===== src/rtl/pipe_pattern_engine.sv =====
// Pattern generator (pipe-out) and checker (pipe-in) with per-direction throttle.
// Define PIPE_ENGINE_FIRST_ERR_EN to build first-error capture registers.
module pipe_pattern_engine #(
   parameter int DATA_WIDTH = 32
) (
   input  logic                  clk,
   input  logic                  reset,
   input  logic [2:0]            pattern,
   input  logic                  throttle_set,
   input  logic [31:0]           throttle_in_val,
   input  logic [31:0]           throttle_out_val,
   input  logic                  in_write,
   input  logic [DATA_WIDTH-1:0] in_data,
   output logic                  in_ready,
   input  logic                  out_read,
   output logic [DATA_WIDTH-1:0] out_data,
   output logic                  out_ready,
   output logic [31:0]           error_count,
   output logic [31:0]           in_word_count,
   output logic [31:0]           out_word_count,
   output logic                  first_err_valid,
   output logic [31:0]           first_err_index,
   output logic [DATA_WIDTH-1:0] first_err_expected,
   output logic [DATA_WIDTH-1:0] first_err_received
);

   localparam int LANES = DATA_WIDTH / 32;

   localparam logic [1:0] P_COUNT = 2'd0;
   localparam logic [1:0] P_LFSR  = 2'd1;
   localparam logic [1:0] P_WALK  = 2'd2;
   localparam logic [1:0] P_ALT   = 2'd3;

   function automatic logic [DATA_WIDTH-1:0] word0(input logic [1:0] p);
      logic [DATA_WIDTH-1:0] w;
      w = '0;
      for (int l = 0; l < LANES; l++) begin
         case (p)
            P_COUNT: w[32*l +: 32] = 32'(l);
            P_LFSR:  w[32*l +: 32] = 32'h0D0C0B0A ^ 32'(l);
            P_WALK:  w[32*l +: 32] = 32'd1 << (l % 32);
            default: w[32*l +: 32] = 32'hA5A55A5A;
         endcase
      end
      return w;
   endfunction

   function automatic logic [DATA_WIDTH-1:0] next_word(
      input logic [1:0]            p,
      input logic [DATA_WIDTH-1:0] w
   );
      logic [DATA_WIDTH-1:0] r;
      logic [31:0]           s;
      r = '0;
      for (int l = 0; l < LANES; l++) begin
         s = w[32*l +: 32];
         case (p)
            P_COUNT: r[32*l +: 32] = s + 32'(LANES);
            P_LFSR:  r[32*l +: 32] = {s[30:0], s[31] ^ s[21] ^ s[1] ^ s[0]};
            P_WALK:  r[32*l +: 32] = {s[30:0], s[31]};
            default: r[32*l +: 32] = ~s;
         endcase
      end
      return r;
   endfunction

   logic [1:0]            pat_sel;
   logic [1:0]            pat_q;
   logic [DATA_WIDTH-1:0] gen_q, gen_d;
   logic [DATA_WIDTH-1:0] exp_q, exp_d;
   logic [31:0]           out_cnt_q, out_cnt_d;
   logic [31:0]           in_cnt_q, in_cnt_d;
   logic [31:0]           err_q, err_d;
   logic [31:0]           thr_in_q, thr_in_d;
   logic [31:0]           thr_out_q, thr_out_d;
   logic                  in_rdy_q, out_rdy_q;
   logic                  mismatch;

   // Codes 4-7 fold onto the count pattern.
   always_comb begin
      pat_sel = pattern[2] ? P_COUNT : pattern[1:0];
   end

   assign mismatch = (in_data != exp_q);

   // Generator/checker advance and statistics next-state.
   always_comb begin
      gen_d     = gen_q;
      out_cnt_d = out_cnt_q;
      exp_d     = exp_q;
      in_cnt_d  = in_cnt_q;
      err_d     = err_q;
      if (out_read) begin
         gen_d     = next_word(pat_q, gen_q);
         out_cnt_d = out_cnt_q + 32'd1;
      end
      if (in_write) begin
         exp_d    = next_word(pat_q, exp_q);
         in_cnt_d = in_cnt_q + 32'd1;
         if (mismatch && (err_q != 32'hFFFFFFFF))
            err_d = err_q + 32'd1;
      end
   end

   // Throttle masks shift toward bit 0 so ready walks M[0], M[1], ...
   always_comb begin
      thr_in_d  = {thr_in_q[0], thr_in_q[31:1]};
      thr_out_d = {thr_out_q[0], thr_out_q[31:1]};
      if (throttle_set) begin
         thr_in_d  = throttle_in_val;
         thr_out_d = throttle_out_val;
      end
   end

   // Main state registers; reset beats every strobe.
   always_ff @(posedge clk) begin
      if (reset) begin
         pat_q     <= pat_sel;
         gen_q     <= word0(pat_sel);
         exp_q     <= word0(pat_sel);
         out_cnt_q <= '0;
         in_cnt_q  <= '0;
         err_q     <= '0;
         thr_in_q  <= '1;
         thr_out_q <= '1;
         in_rdy_q  <= 1'b1;
         out_rdy_q <= 1'b1;
      end else begin
         gen_q     <= gen_d;
         exp_q     <= exp_d;
         out_cnt_q <= out_cnt_d;
         in_cnt_q  <= in_cnt_d;
         err_q     <= err_d;
         thr_in_q  <= thr_in_d;
         thr_out_q <= thr_out_d;
         in_rdy_q  <= thr_in_d[0];
         out_rdy_q <= thr_out_d[0];
      end
   end

   assign out_data       = gen_q;
   assign out_word_count = out_cnt_q;
   assign in_word_count  = in_cnt_q;
   assign error_count    = err_q;
   assign in_ready       = in_rdy_q;
   assign out_ready      = out_rdy_q;

`ifdef PIPE_ENGINE_FIRST_ERR_EN
   logic                  fe_valid_q, fe_valid_d;
   logic [31:0]           fe_idx_q, fe_idx_d;
   logic [DATA_WIDTH-1:0] fe_exp_q, fe_exp_d;
   logic [DATA_WIDTH-1:0] fe_rcv_q, fe_rcv_d;

   // Capture only the first mismatch since reset.
   always_comb begin
      fe_valid_d = fe_valid_q;
      fe_idx_d   = fe_idx_q;
      fe_exp_d   = fe_exp_q;
      fe_rcv_d   = fe_rcv_q;
      if (in_write && mismatch && !fe_valid_q) begin
         fe_valid_d = 1'b1;
         fe_idx_d   = in_cnt_q;
         fe_exp_d   = exp_q;
         fe_rcv_d   = in_data;
      end
   end

   // First-error capture registers.
   always_ff @(posedge clk) begin
      if (reset) begin
         fe_valid_q <= 1'b0;
         fe_idx_q   <= '0;
         fe_exp_q   <= '0;
         fe_rcv_q   <= '0;
      end else begin
         fe_valid_q <= fe_valid_d;
         fe_idx_q   <= fe_idx_d;
         fe_exp_q   <= fe_exp_d;
         fe_rcv_q   <= fe_rcv_d;
      end
   end

   assign first_err_valid    = fe_valid_q;
   assign first_err_index    = fe_idx_q;
   assign first_err_expected = fe_exp_q;
   assign first_err_received = fe_rcv_q;
`else
   assign first_err_valid    = 1'b0;
   assign first_err_index    = '0;
   assign first_err_expected = '0;
   assign first_err_received = '0;
`endif

endmodule


===== config.mk =====
export PLATFORM = sky130hd
export DESIGN_NAME = pipe_pattern_engine
export DESIGN_NICKNAME = d
export VERILOG_FILES = /design/src/rtl/pipe_pattern_engine.sv
export SDC_FILE = /design/constraint.sdc
export NUM_CORES = 1
export LEC_CHECK = 0
export CAP_MARGIN = 15
export CORE_UTILIZATION = 50
export CTS_CLUSTER_SIZE = 25
export DETAILED_ROUTE_END_ITERATION = 6
export PLACE_DENSITY_LB_ADDON = 0.12
export SLEW_MARGIN = 10
export SYNTH_ARGS = -nofsm -noshare
export SYNTH_HDL_FRONTEND = slang
export SYNTH_SLANG_ARGS = --single-unit

===== constraint.sdc =====
create_clock -name clk -period 2.5 [get_ports clk]
set_input_delay 0.375 -clock clk [delete_from_list [all_inputs] [get_ports clk]]
set_output_delay 0.375 -clock clk [all_outputs]
set_load 0.005 [all_outputs]

==> flow_summary.json <==
{
  "drt_iter0_markers": 759,
  "synthAdderAreaFrac_pct": 0.477,
  "r2r_end": "out_data[14]",
  "netSwitchingFraction_pct": 26.9,
  "ys_seq_elements": 226,
  "gp_congestion": 0.874,
  "fin_skew_ns": 0.0182,
  "hold_start": "reset",
  "synth.top_cell.area_share_pct": 24.4,
  "synthXorXnorAreaFrac_pct": 6.87,
  "rsz0062_at_grt": "false",
  "p_seq_share_pct": 43.3,
  "rr_worst_depth": 7,
  "crit_path_max_fanout": 5,
  "worst_pin_slew_ns": 0.909,
  "ant_nets": 0,
  "synth_top_family_by_area": "simple AND/OR/NAND/NOR gates",
  "endpoint_kind": "register",
  "status": "finished clean",
  "power.switching_uw": 2650,
  "fin_crit_ns": 2.36,
  "drive_above_1_share_pct": 9.56,
  "final_cells": 2129,
  "whs_ns": 0.207,
  "p_clk_share_pct": 39.9,
  "synth-edff-count": 66,
  "syn-instance-count": 1541,
  "via_per_inst": 5.57,
  "fin_nets": 1888,
  "synth_mux_area_share_pct": 6.88,
  "drt-wirelength-per-cell_um": 16.9,
  "cts_buffers": 26,
  "cts_root_buf": "clkbuf_16",
  "leakage_uw": 0.00644,
  "setup_viol": 0,
  "cp-start-kind": "register",
  "vias": 11900,
  "grt_pass1_wl_mm": 56.4,
  "drc_errors": 0,
  "r2r-start": "out_data[1]",
  "rows": 58,
  "htreeDepth": 1,
  "synthTopCellsByArea": "dfxtp_1, edfxtp_1, mux2i_1",
  "ir_drop_v": 0.000501,
  "cts_sinks": 226,
  "postCtsResizedCells": 1,
  "ys_top_cells_by_count": "nand2_1, dfxtp_1, nor2_1",
  "p_int_uw": 7210,
  "start_util_pct": 51.5,
  "diodes": 0,
  "die_x_um": 164,
  "max-cap-violations": 0,
  "hp-class": "input pin to register",
  "grt_overflow_total": 0,
  "p_comb_share_pct": 16.8,
  "ys_seq_area_share_pct": 39.5,
  "finalSetupTns_ns": 0,
  "power_density_nw_per_um2": 591,
  "die_y_um": 164,
  "fmax_ghz": 0.424,
  "wirelength_mm": 36.0,
  "synth_cell_types": 73,
  "dp_cells": 2081,
  "hpwl_mm": 24.9,
  "fin_util_pct": 65.4,
  "async_reset_ff_share_pct": 0,
  "grt_antenna_before_repair": 0,
  "worst_ep_arrival_time_ns": 2.62,
  "clock_latency_ns": 0.53,
  "fill_cells": 2191,
  "cts.clk_slew.worst_paths_ns": 0.06,
  "hold_end": "out_word_count[22]",
  "io_pins": 331,
  "grt_pass1_vias": 11000,
  "core_um2": 25500,
  "hold_viol": 0,
  "portBuffers": 233,
  "yosysMostFrequentCell": "nand2_1",
  "final.period_utilization_pct": 94.2,
  "grt_start_max_net_pins": 80,
  "firstDrtPassIters": 5,
  "cts_tree": "done",
  "synthFlopType": "dfxtp_1",
  "synth_simple_gate_area_share_pct": 22.3,
  "syn2layout_area_growth_pct": 27.0,
  "post_cts_buffers": 0,
  "grt_util_all_layers_pct": 25.9,
  "final_area_um2": 16700,
  "yosysWarnings": 0,
  "placed_area_um2": 15700,
  "path_class": "register to register",
  "slew_headroom_pct": 39.2,
  "synth_top_area_cell": "dfxtp_1",
  "min_delay_path_depth": 2,
  "maxSlewViolCount": 0,
  "synth_compound_area_share_pct": 14.2,
  "cp_data_required_time_ns": 2.76,
  "die_area_um2": 26900,
  "syn_area_per_cell_um2": 8.52,
  "cts-hold-fix-buffers": 0,
  "rrSetupSlack_ns": 0.14,
  "synthesis.area_um2": 13100,
  "max-clock-path-buffers": 3
}
[flip-flops by register name, indices dropped and copies added, names as in the netlist]
signal	flops
in_word_count	32
exp_q	32
out_word_count	32
out_data	32
error_count	32
pat_q	2
thr_in_q	32
thr_out_q	32
[final cells by class]
class / count / area (µm²) / area share (%)
Clock buffer: 38 / 820 / 4.92
Multi-Input combinational cell: 1185 / 7040 / 42.3
Timing Repair Buffer: 315 / 3030 / 18.2
Tap cell: 330 / 413 / 2.48
Inverter: 25 / 93.8 / 0.563
Sequential cell: 226 / 5180 / 31.1
Clock inverter: 10 / 81.3 / 0.488
[metal layers]
layer | GRT usage [%] | part of all wire (%)
met1 | 33.0 | 42
met4 | 6.90 | 2.3
met5 | 0 | 0
met3 | 5.83 | 8.7
met2 | 44.0 | 48
[cells by family (layout without fill, tap and decap cells)]
kind of cell / after synthesis / count (layout)
flops: 226 / 226
simple gates: 602 / 602
fa+ha+maj: 5 / 5
compound gates: 289 / 289
xor+xnor: 103 / 103
buf+inv: 226 / 388
mux: 89 / 89
other cells: 1 / 97
[how the worst max path moves through the flow]
stage	from	endpoint	slack [ns]	cells after the start
CTS	out_data[1]	out_data[14]	0.12	7
detailed placement	in_data[22]	error_count[10]	-0.18	9
global placement	in_data[22]	error_count[12]	-0.15	9
floorplan	out_data[1]	out_data[14]	0.39	7
global route	out_data[1]	out_data[14]	0.005	7
finish	out_data[1]	out_data[14]	0.14	7
[critical path, stage by stage (launching register included)]
cell and delay (ns):
edfxtp_1 0.42, ha_1 0.25, nand4_1 0.22, nor2_2 0.30, nand4_1 0.16, a22o_1 0.20, a2111oi_0 0.47, a21oi_1 0.07
[layout by cell type (no fill, tap or decap), types with 17 or more instances in the layout]
cell             Yosys  final
nor3_1              22     22
nand3_1             67     66
clkbuf_16            0     29
dfxtp_1            160    160
clkdlybuf4s50_1      0    231
o21ai_0             85     85
o211ai_1            22     22
xor2_1              74     74
buf_4              103     77
and3_1              17     17
nand2_1            201    201
edfxtp_1            66     66
nor2b_1             18     18
conb_1               1     97
or3_1               21     21
inv_1               24     22
nor2_1             130    129
nand4_1             40     40
a21oi_1             72     72
xnor2_1             29     29
mux2i_1             79     79
[through the flow]
| stage | worst slack [ns] | total power, µW |
|---|---|---|
| after floorplan | 0.389 | 5360 |
| after global placement | -0.154 | 5940 |
| after detailed placement | -0.179 | 5970 |
| after CTS | 0.123 | 9910 |
| after global routing | 0.00495 | 10300 |
| final | 0.144 | 9860 |
[power by group through the flow]
| stage | Combinational (µW) | Clock [µW] | Sequential, µW |
|---|---|---|---|
| global route | 1820 | 4140 | 4300 |
| finish | 1650 | 3930 | 4270 |
| detailed placement | 1630 | 0 | 4340 |
| CTS | 1650 | 4000 | 4260 |
| floorplan | 1110 | 0 | 4250 |
| global placement | 1600 | 0 | 4330 |
(Power assumes the default switching activity.)
